[config.mk]
export PLATFORM = sky130hd
export DESIGN_NAME = uart_tx_sequencer
export DESIGN_NICKNAME = d
export VERILOG_FILES = /design/src/rtl/uart_pkg.sv /design/src/rtl/uart_bit_timer.sv /design/src/rtl/uart_tx_sequencer.sv
export SDC_FILE = /design/constraint.sdc
export NUM_CORES = 1
export LEC_CHECK = 0
export ABC_AREA = 1
export CAP_MARGIN = 20
export CORE_MARGIN = 5
export CORE_UTILIZATION = 32
export CTS_CLUSTER_DIAMETER = 150
export DETAILED_ROUTE_END_ITERATION = 12
export GPL_TIMING_DRIVEN = 0
export HOLD_SLACK_MARGIN = 0.15
export PLACE_DENSITY = 0.56
export SLEW_MARGIN = 20
export SYNTH_ARGS = -nofsm -noshare
export SYNTH_HDL_FRONTEND = slang
export SYNTH_HIERARCHICAL = 1
export SYNTH_SLANG_ARGS = --single-unit
export TNS_END_PERCENT = 100
[constraint.sdc]
create_clock -name CLK -period 2.3 [get_ports CLK]
set_input_delay 0.23 -clock CLK [delete_from_list [all_inputs] [get_ports CLK]]
set_output_delay 0.23 -clock CLK [all_outputs]
set_load 0.03 [all_outputs]
[src/rtl/uart_pkg.sv]
// Shared types and helpers for the UART transmit path.
package uart_pkg;

  typedef enum logic [2:0] {IDLE, START, DATA, PARITY, STOP} tx_state_t;
  typedef enum logic [1:0] {PER_1, PER_1_5, PER_2} per_sel_t;

  localparam logic [1:0] WLS_5 = 2'b00;
  localparam logic [1:0] WLS_6 = 2'b01;
  localparam logic [1:0] WLS_7 = 2'b10;
  localparam logic [1:0] WLS_8 = 2'b11;

  // Frame-shaping fields held for the character in flight.
  typedef struct packed {
    logic [1:0] wls;
    logic       stb;
    logic       pen;
  } lcr_t;

  // Only bits 0..wls+4 take part in parity.
  function automatic logic tx_parity(input logic [7:0] data, input logic [1:0] wls,
                                     input logic eps, input logic sp);
    logic [7:0] mask;
    logic       x;
    case (wls)
      WLS_5:   mask = 8'h1F;
      WLS_6:   mask = 8'h3F;
      WLS_7:   mask = 8'h7F;
      default: mask = 8'hFF;
    endcase
    x = ^(data & mask);
    if (sp) return ~eps;
    return eps ? x : ~x;
  endfunction

endpackage

[src/rtl/uart_bit_timer.sv]
// Counts oversample ticks and flags the cycle in which the current bit period ends.
module uart_bit_timer
  import uart_pkg::*;
#(
  parameter int OVERSAMPLE = 16
) (
  input  logic     CLK,
  input  logic     RST,
  input  logic     BAUDCE,
  input  logic     clear_i,
  input  per_sel_t per_i,
  output logic     bit_end_o
);

  localparam int CW = $clog2(2 * OVERSAMPLE);

  logic [CW-1:0] cnt_q;
  logic [CW-1:0] last;

  always_comb begin
    case (per_i)
      PER_1_5: last = CW'(3 * OVERSAMPLE / 2 - 1);
      PER_2:   last = CW'(2 * OVERSAMPLE - 1);
      default: last = CW'(OVERSAMPLE - 1);
    endcase
  end

  assign bit_end_o = BAUDCE && !clear_i && (cnt_q == last);

  // Returning to zero at the period end means each new bit starts from a fresh count.
  always_ff @(posedge CLK or negedge RST) begin
    if (!RST)                       cnt_q <= '0;
    else if (clear_i || bit_end_o)  cnt_q <= '0;
    else if (BAUDCE)                cnt_q <= cnt_q + 1'b1;
  end

endmodule

[src/rtl/uart_tx_sequencer.sv]
// UART transmit sequencer: accepts one character by valid/ready and serialises it on TXD.
module uart_tx_sequencer
  import uart_pkg::*;
#(
  parameter int OVERSAMPLE = 16
) (
  input  logic       CLK,
  input  logic       RST,
  input  logic       BAUDCE,
  input  logic [1:0] LCR_WLS,
  input  logic       LCR_STB,
  input  logic       LCR_PEN,
  input  logic       LCR_EPS,
  input  logic       LCR_SP,
  input  logic       LCR_BC,
  input  logic       TX_VALID,
  input  logic [7:0] TX_DATA,
  output logic       TX_READY,
  output logic       TXD,
  output logic       TX_BUSY,
  output logic       TX_DONE
);

  tx_state_t  state_q, state_d;
  logic [7:0] shift_q, shift_d;
  logic [2:0] bitcnt_q, bitcnt_d;
  lcr_t       lcr_q;
  logic       par_q;
  logic       ready_q, txd_q, busy_q, done_q;
  logic       done_d, txd_d;
  logic       transfer, bit_end;
  per_sel_t   per_sel;

  assign transfer = TX_VALID && ready_q;

  always_comb begin
    per_sel = PER_1;
    if (state_q == STOP && lcr_q.stb)
      per_sel = (lcr_q.wls == WLS_5) ? PER_1_5 : PER_2;
  end

  uart_bit_timer #(.OVERSAMPLE(OVERSAMPLE)) u_timer (
    .CLK       (CLK),
    .RST       (RST),
    .BAUDCE    (BAUDCE),
    .clear_i   (state_q == IDLE),
    .per_i     (per_sel),
    .bit_end_o (bit_end)
  );

  always_comb begin
    state_d  = state_q;
    shift_d  = shift_q;
    bitcnt_d = bitcnt_q;
    done_d   = 1'b0;
    case (state_q)
      IDLE: if (transfer) begin
        state_d  = START;
        shift_d  = TX_DATA;
        bitcnt_d = '0;
      end
      START: if (bit_end) state_d = DATA;
      DATA: if (bit_end) begin
        shift_d = shift_q >> 1;
        if (bitcnt_q == {1'b0, lcr_q.wls} + 3'd4) begin
          state_d  = lcr_q.pen ? PARITY : STOP;
          bitcnt_d = '0;
        end else begin
          bitcnt_d = bitcnt_q + 3'd1;
        end
      end
      PARITY: if (bit_end) state_d = STOP;
      STOP: if (bit_end) begin
        state_d = IDLE;
        done_d  = 1'b1;
      end
      default: state_d = IDLE;
    endcase
  end

  // TXD follows the next state so the line and the FSM change on the same edge.
  always_comb begin
    case (state_d)
      START:   txd_d = 1'b0;
      DATA:    txd_d = shift_d[0];
      PARITY:  txd_d = par_q;
      default: txd_d = 1'b1;
    endcase
    if (LCR_BC) txd_d = 1'b0;
  end

  always_ff @(posedge CLK or negedge RST) begin
    if (!RST) begin
      state_q  <= IDLE;
      shift_q  <= '0;
      bitcnt_q <= '0;
      lcr_q    <= '0;
      par_q    <= 1'b0;
      ready_q  <= 1'b1;
      txd_q    <= 1'b1;
      busy_q   <= 1'b0;
      done_q   <= 1'b0;
    end else begin
      state_q  <= state_d;
      shift_q  <= shift_d;
      bitcnt_q <= bitcnt_d;
      ready_q  <= (state_q == IDLE) && !transfer;
      txd_q    <= txd_d;
      busy_q   <= (state_d != IDLE);
      done_q   <= done_d;
      if (transfer) begin
        lcr_q <= '{wls: LCR_WLS, stb: LCR_STB, pen: LCR_PEN};
        par_q <= tx_parity(TX_DATA, LCR_WLS, LCR_EPS, LCR_SP);
      end
    end
  end

  assign TX_READY = ready_q;
  assign TXD      = txd_q;
  assign TX_BUSY  = busy_q;
  assign TX_DONE  = done_q;

endmodule

# == After elaboration in Yosys (flattened, before gate mapping) ==
# Index checks and enable logic that the tools add are counted.
# classes
n_addsub,3
eq_ne,15
mux,31
bitwise_logic,3
n_reduce_logical,16
# ops
operator,n
$mux 3,10
$mux 8,3
$pmux 8 s3,1
$pmux 8 s2,1
$pmux 3 s5,1
$eq 3x2->1 const B,4
$mux 5,2
$pmux 5 s2,1
$and 8x8->8,1
$mux 1,8
$reduce_xor 8->1,1
$eq 3x1->1 const B,2
$pmux 3 s2,1
$add 5x1->5 const B,1
$eq 5x5->1,1
$logic_and 1x1->1,5
$eq 2x1->1 const B,2
$eq 2x2->1 const B,2
$logic_not 2->1,2
$mux 2,2
$reduce_bool 2->1,2
$add 2x3->3 const B,1
$add 3x1->3 const B,1
$eq 3x3->1,1
other kinds (10),12
# totals
reg_bits,28
input_bits,19
out_inout_bits,4
elab_cells,81

# == Logic depth before layout (Yosys ltp) ==
# logic_depth
depth_word,12
ltp_mapped,18
mapped_depth_nobuf,18

# == Cells and area by module ==
# The synthesis kept the hierarchy.
# modules_own_cells
module,instances,cells_per_inst,area_per_inst_um2,seq_area_each_um2
uart_tx_sequencer,1,161,1343.8,578.1
uart_bit_timer,1,40,307.8,125.1

# == Least setup slack after synthesis ==
# No wires, ideal clock.
# synth_timing
path_kind,register to register
startpoint,register state_q[0]
endpoint,"register busy_q, in the netlist TX_BUSY"
arrival_time_ps,2212
required_ps,2176
path_slack_ps,-36
path_stages_with_launch,16
path_buffers,0
period_less_slack_ps,2336
path_cell_list,dfrtp_1 > inv_2 > nand4_1 > a21oi_1 > inv_1 > ha_1 > nand2_1 > o21ai_0 > nor2_1 > nand2_1 > inv_1 > inv_2 > nand4_1 > nand4_4 > or2_1 > or2_1
# synth_between
elab_chain_cells,10
word_cells_on_any_way,22
cone_classes,eq/ne: 7; mux: 9; reduce/logical: 6
# synth_rtl
element,line,rtl
from (decl),uart_tx_sequencer.sv:24,"tx_state_t state_q, state_d;"
from (signal assigned),uart_tx_sequencer.sv:104,state_q <= state_d;
$eq 3x3->1 *,uart_tx_sequencer.sv:38,if (state_q == STOP && lcr_q.stb)
$logic_and 1x1->1 *,uart_tx_sequencer.sv:38,
$mux 2 *,uart_tx_sequencer.sv:38,
via per_sel[1],uart_tx_sequencer.sv:32,per_sel_t per_sel;
$eq 2x2->1 or $eq 2x1->1 (tied branches),uart_bit_timer.sv:21,case (per_i)
$pmux 5 s2 *,uart_bit_timer.sv:21,
$eq 5x5->1 *,uart_bit_timer.sv:28,assign bit_end_o = BAUDCE && !clear_i && (cnt_q == last);
$logic_and 1x1->1 *,uart_bit_timer.sv:28,
via bit_end,uart_tx_sequencer.sv:31,"logic transfer, bit_end;"
"$mux 3, on equally long branches",-,
$pmux 3 s5 *,uart_tx_sequencer.sv:56,case (state_q)
via state_d[0],uart_tx_sequencer.sv:24,
$reduce_bool 3->1 *,uart_tx_sequencer.sv:109,busy_q <= (state_d != IDLE);
to (signal assigned),uart_tx_sequencer.sv:109,
to (decl),uart_tx_sequencer.sv:29,"logic ready_q, txd_q, busy_q, done_q;"
# The timed path passes the listed nets; every way through them passes the cells marked *.
# A chain may end at the register's enable or synchronous reset.

# == Worst setup path in the final report ==
# Ends and elaborated chain as after synthesis.

==> flow_summary.yaml <==
global_routing:
  grt_usage_pct: 12.6
  grt_start_max_net_pins: 29
  grt_pass1_wl_mm: 6.48
  antenna_found_initial: 0
  grt_pass1_vias: 1428
  overflow: 0
final_layout:
  drive_above_1_share_pct: 28.0
  area_delta_synth_final_pct: 39.3
  layout_commonest_cell: "nand2_1"
  layout_common_cells: "nand2_1, dfrtp_1, inv_1"
  diodes: 0
  fin_nets: 266
drt:
  routed_via_density: 4.72
  antenna_left: 0
  routed_wl_mm: 3.84
  num_vias: 1476
  wl_per_cell_um: 12.3
  dr.first_iter.drc_count: 78
  post-route-drc-count: 0
  drtPass1Iterations: 5
worst_setup_path:
  slowest_stage: "dfrtp_1"
  worst-path-max-fanout: 6
  critPathKind: "reg -> reg"
  worstSetupEndpointType: "register"
  cp_cell_sequence: "inv_2, nand4_1, a21oi_2, inv_2, ha_4, nand2_2, o21ai_1, nor2_1, nand2_2, inv_4, inv_4, nand4_1, nand4_4, or2_4, or2_1"
  cp.arrival_ns: 2.67
  startpoint_type: "register"
  critPathRequiredTime_ns: 2.47
  max_stage_delay_ns: 0.41
clock_tree:
  cts_root_buf: "clkbuf_8"
  cts.sinks: 28
  path_clk_slew_ns: 0.10
  ctsLongestPathBuffers: 2
  cts_buffers: 3
  htreeDepth: 1
  clkLatencyLatePin_ns: 0.28
  cts_tree: "done"
timing:
  final_max_slew_viol_count: 0
  worst-slew-pin-transition_ns: 0.635
  fmax_ghz: 0.401
  setup_violations: 8
  setup_tns_ns: -0.463
  slew_headroom_pct: 57.7
  clock_skew_ns: 0.00558
  layout_setup_ws_ns: -0.191
  period_share_pct: 108
  rsz0062_at_grt: "yes"
  hold_violations: 0
  final.min_clock_period_ns: 2.49
power:
  p_int_mw: 1.35
  power-per-cell-area_mw_per_mm2: 964
  p_comb_share_pct: 43.7
  swShare_pct: 39.3
  ir_drop_v: 0.000343
  seqPwrFrac_pct: 38.4
  power_mw: 2.22
  total_leakage_power_nw: 1.02
  p_switching_mw: 0.871
  p_clk_share_pct: 17.9
floorplan:
  die_w_um: 81.8
  die_h_um: 81.8
  pin_count: 23
  die-area_mm2: 0.00670
  row_count: 26
  core_mm2: 0.00507
  start_util_pct: 32.5
status:
  outcome: "finished, violations left"
  violations: "negative setup slack"
placement:
  hpwl_mm: 2.62
  numPortBuffers: 22
  routabilityCongestion: 0.839
  place_ws_ns: -0.324
synth:
  yosysWarnings: 6
  synth.distinct_cells: 33
  yosysSeqAreaShare_pct: 42.6
  avgSynthCellArea_um2: 8.22
  synth_edf_count: 0
  synth-seq-cells: 28
  synth_area_mm2: 0.00165
  async_reset_ff_share_pct: 100
  synthesis.instances: 201
  syn_nets: 223
  synth_ff_type: "dfrtp_1"
flow_run:
  max-cap-violations: 0
hold_path:
  hp-class: "in -> reg"
## registers in the layout, summed over array words and instances, names as in the netlist
signal,cells
u_timer/cnt_q,5
TX_BUSY,1
TX_READY,1
bitcnt_q,3
TXD,1
shift_q,8
state_q,3
TX_DONE,1
par_q,1
lcr_q,4
## per-layer routing
layer	vias to the layer above	track usage (%)	share of wire (%)
met4	0	6.15	1.7
met2	37	21.0	49
met1	685	16.1	44
met3	5	1.64	4.5
met5	-	0	0
li1	749	-	-
## logic make-up after synthesis
group,synth area share [%]
AOI/OAI and AO/OA,12.4
xor gates and xnor gates,2.65
muxes,0.606
adders and majority gates,2.27
buffers and inverters,8.48
DFF,42.6
and+or+nand+nor,31.0
## synthesized netlist by cell type (2+ instances only)
cell type,count,area (um^2)
nand4_1,3,18.8
dfstp_2,2,52.6
nand3_4,2,35.0
inv_2,6,22.5
nor3_1,3,15.0
inv_1,24,90.1
ha_1,3,37.5
o221ai_1,3,26.3
nand3_2,2,20.0
a21oi_1,4,20.0
nor2_1,14,52.6
o21bai_1,2,15.0
nand2_2,3,18.8
nand2_1,46,173
xor2_1,2,17.5
nor2_4,3,33.8
or2_1,2,12.5
xnor2_1,3,26.3
o211ai_1,4,30.0
nand3_1,16,80.1
dfrtp_1,26,651
inv_4,2,12.5
o21ai_0,16,80.1
## power by group through the flow
stage | clock network [mW] | registers, mW | logic (mW)
6_report | 0.398 | 0.851 | 0.970
3_5_place_dp | 0 | 0.849 | 0.816
4_1_cts | 0.411 | 0.842 | 0.926
5_1_grt | 0.420 | 0.878 | 1.09
2_1_floorplan | 0 | 0.868 | 0.562
3_3_place_gp | 0 | 0.842 | 0.807
## cell type report
| cell class | instances | area (um^2) |
|---|---|---|
| multi-input combinational | 139 | 927 |
| inverter | 32 | 135 |
| clock inverter | 1 | 30.0 |
| tap | 70 | 87.6 |
| buffer | 2 | 15.0 |
| fill | 529 | 2770 |
| timing repair buffer | 38 | 362 |
| clock buffer | 3 | 41.3 |
| sequential | 28 | 703 |
## worst max-delay path: cells and delay by family (launching register included)
kind | cells | cell delay (ns)
adder cells (fa/ha/maj) | 1 | 0.24
flip-flops | 1 | 0.41
AND/OR/NAND/NOR | 8 | 1.19
AO/OA/AOI/OAI | 2 | 0.25
buffers and inverters | 4 | 0.27
## final timing paths
kind	endpoint	start	cells past startpoint	slack, ns
setup / recovery	TX_BUSY	state_q[0]	15	-0.19
hold / removal	TXD	LCR_BC	2	0.44
setup reg to reg	TX_BUSY	state_q[0]	15	-0.19
hold reg to reg	par_q	par_q	2	0.50
max in group asynchronous	state_q[1]	RST	2	1.40
min in group asynchronous	u_timer/cnt_q[0]	RST	2	0.49
## timing repair
| item | 4_1_cts | 5_1_grt |
|---|---|---|
| hold buffers | 1 | 0 |
| pin swaps | 8 | 12 |
| setup endpoints to repair | 14 | 15 |
| setup buffers | 11 | 4 |
| endpoints found under the hold margin | 26 | 0 |
| resized for setup | 25 | 16 |
## metrics by stage
step	cells	cell area, um^2	hold WS (ns)	util [%]
finish	313	2300	0.444	45.3
global route	313	2300	0.439	45.3
CTS	309	2220	0.437	43.7
detailed placement	293	1950	0.297	38.5
global placement	293	1960	0.468	38.6
floorplan	201	1650	-0.0656	-
Note: power is estimated with default switching activity, not from simulation.
